[config.mk]
export PLATFORM = sky130hd
export DESIGN_NAME = toggle_counter
export DESIGN_NICKNAME = d
export VERILOG_FILES = /design/src/rtl/toggle_counter_pkg.sv /design/src/rtl/toggle_counter_edge_detect.sv /design/src/rtl/toggle_counter.sv
export SDC_FILE = /design/constraint.sdc
export NUM_CORES = 1
export LEC_CHECK = 0
export CAP_MARGIN = 20
export CORE_UTILIZATION = 40
export DETAILED_ROUTE_END_ITERATION = 12
export DONT_BUFFER_PORTS = 1
export SETUP_SLACK_MARGIN = 0.3
export SLEW_MARGIN = 20
export SYNTH_ARGS = -nofsm -noshare
export SYNTH_HDL_FRONTEND = slang
export SYNTH_SLANG_ARGS = --single-unit
export TNS_END_PERCENT = 10
[constraint.sdc]
create_clock -name clk -period 1.4 [get_ports clk]
set_input_delay 0.42 -clock clk [delete_from_list [all_inputs] [get_ports clk]]
set_output_delay 0.42 -clock clk [all_outputs]
set_load 0.1 [all_outputs]
[src/rtl/toggle_counter_pkg.sv]
// Shared types and default parameters for the toggle_counter measurement block.
// TOGGLE_COUNTER_RISE_ONLY_EN (in edge_detect) selects rising-edge-only counting.
package toggle_counter_pkg;

  typedef enum logic [1:0] {
    IDLE  = 2'd0,
    COUNT = 2'd1,
    DONE  = 2'd2
  } tc_state_t;

  localparam int unsigned TC_CNT_W_DEF   = 8;
  localparam int unsigned TC_WIN_LEN_DEF = 16;

endpackage

[src/rtl/toggle_counter_edge_detect.sv]
// Edge detector on the measured TFF output; remembers the previous sample every cycle.
// TOGGLE_COUNTER_RISE_ONLY_EN: count rising edges only, otherwise both edges.
module edge_detect
  import toggle_counter_pkg::*;
(
  input  logic clk,
  input  logic rst,
  input  logic d,
  output logic edge_c
);

  logic q_prev_q;

  always_ff @(posedge clk or posedge rst) begin
    if (rst) begin
      q_prev_q <= 1'b0;
    end else begin
      q_prev_q <= d;
    end
  end

`ifdef TOGGLE_COUNTER_RISE_ONLY_EN
  assign edge_c = d & ~q_prev_q;
`else
  assign edge_c = d ^ q_prev_q;
`endif

endmodule

[src/rtl/toggle_counter.sv]
// Counts edges of q_in over a WIN_LEN-cycle window and reports the saturating count.
// Edge polarity is selected by TOGGLE_COUNTER_RISE_ONLY_EN inside edge_detect.
module toggle_counter
  import toggle_counter_pkg::*;
#(
  parameter int unsigned CNT_W   = TC_CNT_W_DEF,
  parameter int unsigned WIN_LEN = TC_WIN_LEN_DEF
) (
  input  logic             clk,
  input  logic             rst,
  input  logic             q_in,
  input  logic             start,
  output logic             busy,
  output logic [CNT_W-1:0] count,
  output logic             count_valid,
  output logic             overflow
);

  localparam int unsigned      WIN_W    = $clog2(WIN_LEN + 1);
  localparam logic [CNT_W-1:0] CNT_MAX  = '1;
  localparam logic [WIN_W-1:0] WIN_LAST = WIN_W'(WIN_LEN - 1);

  tc_state_t        state_q;
  logic [WIN_W-1:0] win_q;
  logic [WIN_W-1:0] win_d;
  logic [CNT_W-1:0] acc_q;
  logic [CNT_W-1:0] acc_d;
  logic             ovf_q;
  logic             valid_q;
  logic             busy_q;
  logic             edge_c;

  edge_detect u_edge_detect (
    .clk    (clk),
    .rst    (rst),
    .d      (q_in),
    .edge_c (edge_c)
  );

  assign win_d = win_q + WIN_W'(1);
  assign acc_d = acc_q + CNT_W'(1);

  // Window FSM; a start in DONE re-arms directly so windows run back-to-back.
  always_ff @(posedge clk or posedge rst) begin
    if (rst) begin
      state_q <= IDLE;
      win_q   <= '0;
      acc_q   <= '0;
      ovf_q   <= 1'b0;
      valid_q <= 1'b0;
      busy_q  <= 1'b0;
    end else begin
      case (state_q)
        IDLE: begin
          if (start) begin
            state_q <= COUNT;
            win_q   <= '0;
            acc_q   <= '0;
            ovf_q   <= 1'b0;
            busy_q  <= 1'b1;
          end
        end
        COUNT: begin
          if (edge_c) begin
            if (acc_q == CNT_MAX) begin
              ovf_q <= 1'b1;
            end else begin
              acc_q <= acc_d;
            end
          end
          win_q <= win_d;
          if (win_q == WIN_LAST) begin
            state_q <= DONE;
            valid_q <= 1'b1;
          end
        end
        DONE: begin
          valid_q <= 1'b0;
          if (start) begin
            state_q <= COUNT;
            win_q   <= '0;
            acc_q   <= '0;
            ovf_q   <= 1'b0;
          end else begin
            state_q <= IDLE;
            busy_q  <= 1'b0;
          end
        end
        default: begin
          state_q <= IDLE;
          valid_q <= 1'b0;
          busy_q  <= 1'b0;
        end
      endcase
    end
  end

  assign busy        = busy_q;
  assign count       = acc_q;
  assign count_valid = valid_q;
  assign overflow    = ovf_q;

endmodule

## Word level (Yosys, flattened, before mapping)

Index checks and enable logic that the tools add are counted.

| word-level totals | value |
|---|---|
| register bits after elaboration | 19 |
| bits of input ports | 4 |
| output and inout bits | 11 |
| word-level logic and storage cells | 51 |

| operators by class | value |
|---|---|
| $add $sub $neg | 2 |
| equal/unequal tests | 11 |
| multiplexer cells | 19 |
| bitwise operators | 3 |
| reductions and logical operators | 9 |

Operators with widths:

| operator | number |
|---|---|
| two-way mux 8 bit | 3 |
| case mux 8 bit (2 select lines) | 1 |
| inequality test 2 bit (second input constant) | 6 |
| case mux 5 bit (2 select lines) | 1 |
| adder 8 x 1 -> 8 bit (second input constant) | 1 |
| == test 8 bit (second input constant) | 1 |
| AND reduction 4 bit | 2 |
| two-way mux 1 bit | 7 |
| case mux 2 bit (3 select lines) | 1 |
| AND reduction 2 bit | 3 |
| adder 5 x 1 -> 5 bit (second input constant) | 1 |
| == test 5 x 4 -> 1 bit (second input constant) | 1 |
| two-way mux 5 bit | 1 |
| two-way mux 2 bit | 2 |
| case mux 1 bit (2 select lines) | 2 |
| case mux 1 bit (3 select lines) | 1 |
| AND reduction 3 bit | 1 |
| == test 2 x 1 -> 1 bit (second input constant) | 1 |
| == test 2 bit (second input constant) | 1 |
| zero test 2 bit | 1 |
| inequality test 2 x 1 -> 1 bit (second input constant) | 1 |
| NOT 1 bit | 2 |
| nonzero test 2 bit | 1 |
| OR reduction 2 bit | 1 |
| XOR 1 bit | 1 |

## Logic depth before layout (Yosys ltp)

Gate-level depths: netlist of the first run.

| depth | value |
|---|---|
| depth after elaboration | 4 |
| gate-level depth with buffers | 6 |
| mapped depth without buffers | 6 |

## Hierarchy

Synthesis of the first run repeated with hierarchy kept, for this count alone.

| second synthesis, totals | value |
|---|---|
| cells, all modules | 102 |
| area total of the unflattened synthesis | 1009.7 um^2 |

By module, submodules not included:

| module | instances | cells an instance | area an instance (um^2) | sequential area each (um^2) |
|---|---|---|---|---|
| toggle_counter | 1 | 99 | 972.2 | 450.4 |
| edge_detect | 1 | 3 | 37.5 | 25.0 |

## Worst setup path after synthesis of the first run

OpenSTA, ideal clock, no wires.

| timing path | value |
|---|---|
| path kind | register -> register |
| start point | reg acc_q[0], in the netlist count[0] |
| end point | reg acc_q[1], in the netlist count[1] |
| setup time | 127 ps |
| arrival | 2118 ps |
| data required time | 1273 ps |
| setup slack | -845 ps |
| cell stages (with the launch flop) | 5 |
| path buffers | 0 |
| clock period less this slack | 2245 ps |
| cells stage by stage | dfrtp_1 > ha_1 > nand3_1 > o211a_1 > a221o_1 |

| on the way | value |
|---|---|
| word-level cells in the longest chain between the ends | 4 |
| elaborated cells between the ends (all ways) | 7 |
| those cells by class | 1 x add/sub; 2 x eq/ne; 3 x mux; 1 x reduce/logical |

RTL lines:

| element | line | source |
|---|---|---|
| start, declared | toggle_counter.sv:26 | `logic [CNT_W-1:0] acc_q;` |
| start signal, assigned | toggle_counter.sv:48 | `acc_q <= '0;` |
| start signal, assigned | toggle_counter.sv:58 | `acc_q <= '0;` |
| start signal, assigned | toggle_counter.sv:68 | `acc_q <= acc_d;` |
| adder 8 x 1 -> 8 bit | toggle_counter.sv:41 | `assign acc_d = acc_q + CNT_W'(1);` |
| two-way mux 8 bit | toggle_counter.sv:65 | `if (acc_q == CNT_MAX) begin` |
| two-way mux 8 bit | toggle_counter.sv:64 | `if (edge_c) begin` |
| case mux 8 bit (2 select lines) | toggle_counter.sv:53 | `case (state_q)` |

Parallel ways exist; a longest one is shown, timed or not. The select of a mux whose other input is x is not followed.
A chain may end at the register's enable or synchronous reset.

## Worst setup path after layout of the first run

| timing path | value |
|---|---|
| start point | reg acc_q[1], in the netlist count[1] |
| end point | out count[1] |

RTL lines:

| element | line | source |
|---|---|---|
| end, declared | toggle_counter.sv:14 | `output logic [CNT_W-1:0] count,` |

No word-level cell between the ends.

==> results.json, run 1 <==
{
  "hpwlAfterDp_mm": 1.58,
  "fp.dieH_um": 52.1,
  "cp_slowest_cell": "dfrtp_4",
  "vias": 884,
  "ff2ff_path_depth": 5,
  "synth-warning-count": 0,
  "synth_top_area_share_pct": 47.4,
  "numCtsBuffers": 3,
  "fmax_ghz": 0.660,
  "root_buffer": "clkbuf_4",
  "coreArea_mm2": 0.00230,
  "antenna_cells": 0,
  "fin_ws_ps": -115,
  "final_layout_size_suffix_gt1_share_pct": 41.8,
  "route.met2.wl_mm": 1.21,
  "final.period_utilization_pct": 108,
  "gp_congestion": 0.851,
  "grt_start_max_net_pins": 21,
  "required_ps": 980,
  "floorplan.initialDensity_pct": 43.7,
  "clock_sinks": 19,
  "die_w_um": 52.1,
  "area_growth_pct": 56.0,
  "antenna_found_initial": 0,
  "path_clk_slew_ps": 110,
  "holdPathStages": 0,
  "wl_mm": 2.29,
  "fin_crit_ps": 1510,
  "cts_tree": "built",
  "syn_area_per_cell_um2": 9.56,
  "maxSlewViolCount": 0,
  "slowest_delay_ps": 510,
  "overflow": 0,
  "grt_pass1_wl_mm": 3.95,
  "ys_seq_area_share_pct": 47.4,
  "place_ws_ps": -77.8,
  "path_class": "register to output port",
  "synth_top_cell_by_area": "dfrtp_1",
  "nNetsFinal": 142,
  "synth.area.top_cells": "dfrtp_1 47%, nand2_1 4.1%, ha_1 3.7%, o21ai_0 3.5%, a21oi_1 3.0%",
  "hold_class": "input pin to register",
  "met3_length_um": 41,
  "worstPathMaxFanout": 3,
  "clk_latency_ps": 290,
  "start_kind": "register",
  "fp-row-count": 17,
  "fin_skew_ps": 5.40,
  "grt_pass1_vias": 891,
  "synth_flop_cell": "dfrtp_1",
  "io_buffers": 0,
  "top_layer_used": "met4",
  "ys_async_sr_fraction_pct": 100,
  "status": "finished with violations",
  "synth_most_common_cell": "dfrtp_1",
  "postRouteAntennaNets": 0,
  "via_per_inst": 5.46,
  "synth_seq_cells": 19,
  "finish.utilization_pct": 68.1,
  "syn_area_mm2": 0.00100,
  "rsz0062_at_grt": "true",
  "hold_violations": 0,
  "grt_usage_pct": 19.8,
  "synth-edff-count": 0,
  "drt-met1-wl_mm": 1.02,
  "path_cells": "buf_6 > buf_12",
  "critPathCaptureType": "output port",
  "syn_inst": 105,
  "dpl.cell_count": 155,
  "fin_setup_tns_ps": -470,
  "dr.pass1.iters": 4,
  "drt_iter0_markers": 14,
  "ys_top_cells_by_count": "19 x dfrtp_1, 11 x nand2_1, 8 x inv_1, 8 x nor2_1, 7 x o21ai_0",
  "maxCapViolCount": 0,
  "synth_nets": 112,
  "violations": "setup timing",
  "synth_cell_types": 37,
  "setup_viol": 7,
  "wl_per_cell_um": 14.1,
  "fillers": 173,
  "drcViolationCount": 0,
  "clk_path_buf_depth": 2,
  "tightest_slew_ps": 281,
  "cts_max_level": 1,
  "ios": 15,
  "die_area_mm2": 0.00271,
  "max-slew-margin-rel_pct": 81.2,
  "instances_no_fill": 162,
  "worstPathArrival_ps": 1090
}
==> cells in the final DEF, fill, tap and decap left out, types with 4 or more instances in the layout <==
master	count
dfrtp_4	4
buf_12	11
o21ai_0	4
inv_1	6
buf_6	5
nand2_1	10
dfrtp_1	11
buf_4	9
dfrtp_2	4
a21oi_1	6
nor2_1	8
==> critical path: cells and delay by family, from the launching register on <==
family / cells / cell delay (ps)
buffers and inverters: 2 / 280
DFF: 1 / 510
==> per-stage QoR <==
step / hold slack, ps / instance area [µm²]
floorplan: 371 / 1050
global placement: 295 / 1250
detailed placement: 299 / 1250
CTS: 133 / 1510
global route: 119 / 1570
finish: 148 / 1570
==> state kept, by name, summed over array words and instances (netlist names) <==
signal and cells:
busy 1, count 8, state_q 2, win_q 5
overflow 1, count_valid 1, u_edge_detect.q_prev_q 1
==> worst paths after layout <==
kind | start | endpoint | slack [ps]
min in group asynchronous | rst | count[0] | 520
worst max-delay path | count[1] | count[1] | -110
worst min-delay path | q_in | u_edge_detect.q_prev_q | 150
worst min register to register | win_q[3] | win_q[3] | 570
max in group asynchronous | rst | win_q[1] | 500
worst max register to register | count[1] | count[1] | -80
==> final cells by class <==
type | count | area (µm²) | share of cell area (%)
inverters | 8 | 36.3 | 2.32
clock buffers | 4 | 26.3 | 1.68
well taps | 28 | 35.0 | 2.24
multi-input cells | 76 | 603 | 38.5
flip-flops and latches | 19 | 495 | 31.7
repair buffers | 27 | 369 | 23.6
==> cells by family (layout without fill, tap and decap cells) <==
group	after synthesis	count (layout)	share of synthesized area, %
XOR/XNOR	3	3	3.37
buffers and inverters	10	39	3.86
flip-flops	19	19	47.4
AO/OA/AOI/OAI	30	30	20.5
adder cells (fa/ha/maj)	3	3	3.74
multiplexers	2	2	2.12
AND/OR/NAND/NOR	38	38	19.1
==> per-layer routing <==
layer | up-vias | track usage (%)
li1 | 440 | -
met1 | 430 | 24.8
met2 | 12 | 33.5
met3 | 2 | 2.92
met4 | 0 | 8.11
met5 | - | 0
==> repair_timing <==
item                       4_1_cts  5_1_grt
buffers inserted                 2        0
pin swaps                       10        8
gates resized for setup         50       13
hold buffers                     1        0
setup endpoints to repair       26       38
hold endpoints to repair         8        0
Power of run 1 is not shown: default switching activity piles up to over one toggle a cycle in this logic, so the estimate is an artifact.
==> run 2, diff against run 1 <==
- HOLD_SLACK_MARGIN: unset -> 0.05
- SETUP_SLACK_MARGIN: 0.3 -> 0.5
- SYNTH_HIERARCHICAL: unset -> 1
==> results.json, run 2 <==
{
  "status": "finished with violations",
  "violations": "setup timing",
  "ys_top_cells_by_count": "19 x dfrtp_1, 11 x nand2_1, 10 x o21ai_0, 6 x inv_1",
  "critPathCaptureType": "register",
  "synth_flop_cell": "dfrtp_1",
  "clock_sinks": 19,
  "cts_tree": "built",
  "ios": 15,
  "die_w_um": 52.2,
  "gp_congestion": 0.777,
  "fillers": 185,
  "path_cells": "ha_4 > and4_4 > or2_4 > a221o_1",
  "vias": 898,
  "postLayoutCellArea_mm2": 0.00156,
  "mostFrequentLayoutCell": "buf_4",
  "antenna_cells": 0,
  "maxSlewViolCount": 0,
  "antenna_found_initial": 0,
  "floorplan.initialDensity_pct": 44.0,
  "ys_seq_area_share_pct": 47.1,
  "finish.utilization_pct": 68.1,
  "synth_top_cell_by_area": "dfrtp_1",
  "setup_viol": 13,
  "synth-warning-count": 6,
  "syn_area_mm2": 0.00101,
  "largest_reg_flops": 8,
  "cp_slowest_cell": "dfrtp_4",
  "synth_seq_cells": 19,
  "place_area_mm2": 0.00132,
  "hold_violations": 0,
  "max-slew-margin-rel_pct": 82.9,
  "dr.pass1.iters": 4,
  "synth.area.top_cells": "dfrtp_1 47%, o21ai_0 5.0%, nand2_1 4.1%, ha_1 3.7%, a22o_1 2.6%",
  "maxCapViolCount": 0,
  "overflow": 0,
  "path_class": "register to register",
  "postRouteAntennaNets": 0,
  "ys_async_sr_fraction_pct": 100,
  "nNetsFinal": 144,
  "holdCritStartpoint": "q_in",
  "hpwlAfterDp_mm": 1.78,
  "synth_fa_ha_area_share_pct": 4.71,
  "fp-row-count": 17,
  "grt_pass1_vias": 925,
  "grt_usage_pct": 21.9,
  "startpoint": "count[0]",
  "syn_area_per_cell_um2": 9.90,
  "clk_latency_ps": 290,
  "grt_pass1_wl_mm": 4.28,
  "synth_nets": 109,
  "fin_crit_ps": 1530,
  "area_growth_pct": 54.9,
  "synth.area.mux_share_pct": 2.11,
  "syn_inst": 102,
  "required_ps": 1590,
  "via_per_inst": 5.48,
  "drcViolationCount": 0,
  "fp.dieH_um": 52.2,
  "hold_class": "input pin to register",
  "synth_cell_types": 36,
  "wl_per_cell_um": 15.3,
  "grt_start_max_net_pins": 20,
  "slowest_delay_ps": 510,
  "r2r_start": "count[0]",
  "numCtsBuffers": 3,
  "synth_top_family_by_area": "simple AND/OR/NAND/NOR gates",
  "synth_compound_area_share_pct": 18.6,
  "worstPathArrival_ps": 1730,
  "fin_skew_ps": 5.66,
  "synth-edff-count": 0,
  "die_area_mm2": 0.00273,
  "fin_ws_ps": -134,
  "post_synth_and_or_nand_nor_area_fraction_pct": 21.7,
  "clk_path_buf_depth": 2,
  "fmax_ghz": 0.652,
  "wl_mm": 2.52,
  "synth_top_area_share_pct": 47.1,
  "root_buffer": "clkbuf_4",
  "coreArea_mm2": 0.00230,
  "final_layout_size_suffix_gt1_share_pct": 47.8,
  "io_buffers": 0,
  "tightest_slew_ps": 253,
  "final_cell_mix": "13 x buf_4, 11 x nand2_1, 11 x dfrtp_1",
  "path_clk_slew_ps": 110,
  "worstPathMaxFanout": 7,
  "synth_most_common_cell": "dfrtp_1",
  "final.period_utilization_pct": 110,
  "cts_max_level": 1,
  "drt_iter0_markers": 12,
  "synth_xor_xnor_area_share_pct": 1.73,
  "rsz0062_at_grt": "true",
  "start_kind": "register"
}
[run 2: timing repair]
item                                    CTS  global route
hold buffers                              1             0
pin swaps                                13             4
gates resized for setup                  52             1
buffers inserted                          1             0
hold endpoints to repair                 19             0
endpoints found under the setup margin   29            29
[run 2: critical path: cells and delay by family, from the launching register on]
family / cells / cell delay, ps
flops: 1 / 510
simple gates: 2 / 440
fa+ha+maj: 1 / 170
compound gates: 1 / 310
[run 2: path summary, 6_finish.rpt]
check / end / slack [ps] / cells past startpoint
max: count[5] / -130 / 4
min: u_edge_detect/q_prev_q / 150 / 0
max reg2reg: count[5] / -130 / 4
min reg2reg: count_valid / 560 / 1
max in group asynchronous: count[1] / 590 / 3
min in group asynchronous: u_edge_detect/q_prev_q / 420 / 2
[run 2: layer usage]
layer / vias to the layer above / GRT usage [%] / part of all wire, %
li1: 434 / - / -
met3: 2 / 2.90 / 1.7
met2: 9 / 40.4 / 54
met5: - / 0 / 0
met4: 0 / 9.21 / 0.68
met1: 453 / 25.1 / 44
[run 2: per-stage QoR]
stage	hold slack, ps	TNS, ps	setup WS [ps]	cells
2_1_floorplan	149	-2340	-396	102
3_3_place_gp	150	-746	-174	158
3_5_place_dp	163	-998	-203	158
4_1_cts	129	-1200	-131	164
5_1_grt	111	-1760	-179	164
6_report	147	-1120	-134	164
[run 2: cell type report]
cell class	instances	area [µm²]	share of cell area (%)
sequential	19	500	32.0
clock inverter	1	5.00	0.320
multi-input combinational	74	564	36.1
timing repair buffer	33	409	26.2
inverter	6	27.5	1.76
tap	28	35.0	2.24
clock buffer	3	22.5	1.44
[run 2: kinds of logic after synthesis]
| group | count (synthesis) |
|---|---|
| adders and majority gates | 4 |
| buffers and inverters | 9 |
| and+or+nand+nor | 38 |
| xor gates and xnor gates | 2 |
| AOI/OAI and AO/OA | 28 |
| muxes | 2 |
| DFF | 19 |
Power of run 2 is left out for the same reason.
==> run 3, diff against run 2 <==
- CORE_MARGIN: unset -> 2
- CTS_CLUSTER_SIZE: unset -> 16
==> results.json, run 3 (synthesized netlist as in run 2, its figures left out) <==
{
  "grt_busiest_layer": "met2",
  "fin_ws_ps": -142,
  "wl_mm": 2.37,
  "floorplan.initialDensity_pct": 41.5,
  "multi_input_area_um2": 588,
  "grt_usage_pct": 19.7,
  "violations": "setup timing",
  "root_buffer": "clkbuf_4",
  "path_class": "register to register",
  "grt_pass1_vias": 877,
  "cts_max_level": 1,
  "hold_violations": 0,
  "antenna_found_initial": 0,
  "required_ps": 1600,
  "fp.dieH_um": 54.2,
  "hold_class": "input pin to register",
  "die_w_um": 54.2,
  "gr-usage-met3_pct": 4.64,
  "path_clk_slew_ps": 120,
  "clk_path_buf_depth": 2,
  "seq_area_um2": 500,
  "fin_skew_ps": 2.15,
  "largest_reg_flops": 8,
  "worstPathArrival_ps": 1740,
  "wl_per_cell_um": 14.1,
  "grtUsageMet1_pct": 23.4,
  "numCtsBuffers": 3,
  "rsz0062_at_grt": "true",
  "fmax_ghz": 0.648,
  "start_kind": "register",
  "hpwlAfterDp_mm": 1.62,
  "antenna_cells": 0,
  "status": "finished with violations",
  "clk_latency_ps": 300,
  "area_growth_pct": 61.0,
  "final_cell_mix": "12 x buf_4, 11 x nand2_1, 11 x dfrtp_1, 11 x buf_12, 11 x buf_6",
  "postLayoutCellArea_mm2": 0.00163,
  "tightest_slew_ps": 275,
  "critPathCaptureType": "register",
  "via_per_inst": 5.18,
  "final_layout_size_suffix_gt1_share_pct": 52.9,
  "whs_ps": 136,
  "maxSlewViolCount": 0,
  "gp_congestion": 0.788,
  "grt_start_max_net_pins": 19,
  "finish.utilization_pct": 66.8,
  "grt_pass1_wl_mm": 4.05,
  "drcViolationCount": 0,
  "clock_sinks": 19,
  "die_area_mm2": 0.00294,
  "max-slew-margin-rel_pct": 81.4,
  "vias": 871,
  "fin_crit_ps": 1540,
  "setup_viol": 14,
  "mostFrequentLayoutCell": "buf_4",
  "maxCapViolCount": 0,
  "fp-row-count": 18,
  "fillers": 179,
  "overflow": 0,
  "ios": 15,
  "postRouteAntennaNets": 0,
  "cts_tree": "built",
  "dr.pass1.iters": 4,
  "rrSetupSlack_ps": -140,
  "coreArea_mm2": 0.00243,
  "io_buffers": 0,
  "final.period_utilization_pct": 110,
  "nNetsFinal": 146,
  "grt_util_met2_pct": 33.7,
  "drt_iter0_markers": 4,
  "worstPathMaxFanout": 6,
  "place_area_mm2": 0.00133
}
-- run 3: cell types whose count changed in the layout (fill, tap and decap cells not counted), moves of 2 or more --
cell,previous run,this run
buf_6,9,11
a21oi_2,2,4
o21ai_2,0,2
a21oi_1,3,1
o21ai_0,8,5
-- run 3: worst paths after layout --
path                                  start                      to  cells after the start
worst max-delay path               count[0]                count[5]                      4
worst max register to register     count[0]                count[5]                      4
max in group asynchronous               rst                count[1]                      3
worst min-delay path                   q_in  u_edge_detect/q_prev_q                      0
worst min register to register  count_valid             count_valid                      1
min in group asynchronous               rst  u_edge_detect/q_prev_q                      2
-- run 3: per-stage QoR --
step                      TNS [ps]  worst slack (ps)  std cells
final                        -1130              -142        168
after global routing         -1690              -169        168
after detailed placement      -971              -172        161
after floorplan              -2340              -396        102
after global placement        -826              -159        161
after CTS                    -1210              -136        168
-- run 3: routing by layer --
layer,share of wire (%),vias up
met5,0,-
met4,1.2,0
met3,2.6,4
met2,51,15
met1,45,417
li1,-,435
-- run 3: repair_timing --
action,CTS,global route
endpoints found under the hold margin,19,0
gates resized for setup,60,6
endpoints found under the setup margin,29,29
hold buffers,1,0
pin swaps,21,10
buffers inserted,2,0
-- run 3: area by class of cell --
cell class | instances | share of cell area, %
clock inverter | 1 | 0.308
multi-input combinational | 74 | 36.2
clock buffer | 3 | 1.39
timing repair buffer | 35 | 27.3
sequential | 19 | 30.8
inverter | 6 | 1.69
tap | 30 | 2.31
-- run 3: critical path, stage by stage, from the launching register on --
cell     delay (ps)
dfrtp_4         520
ha_4            170
and4_4          180
or2_4           260
a221o_1         310
Power of run 3 is left out for the same reason.
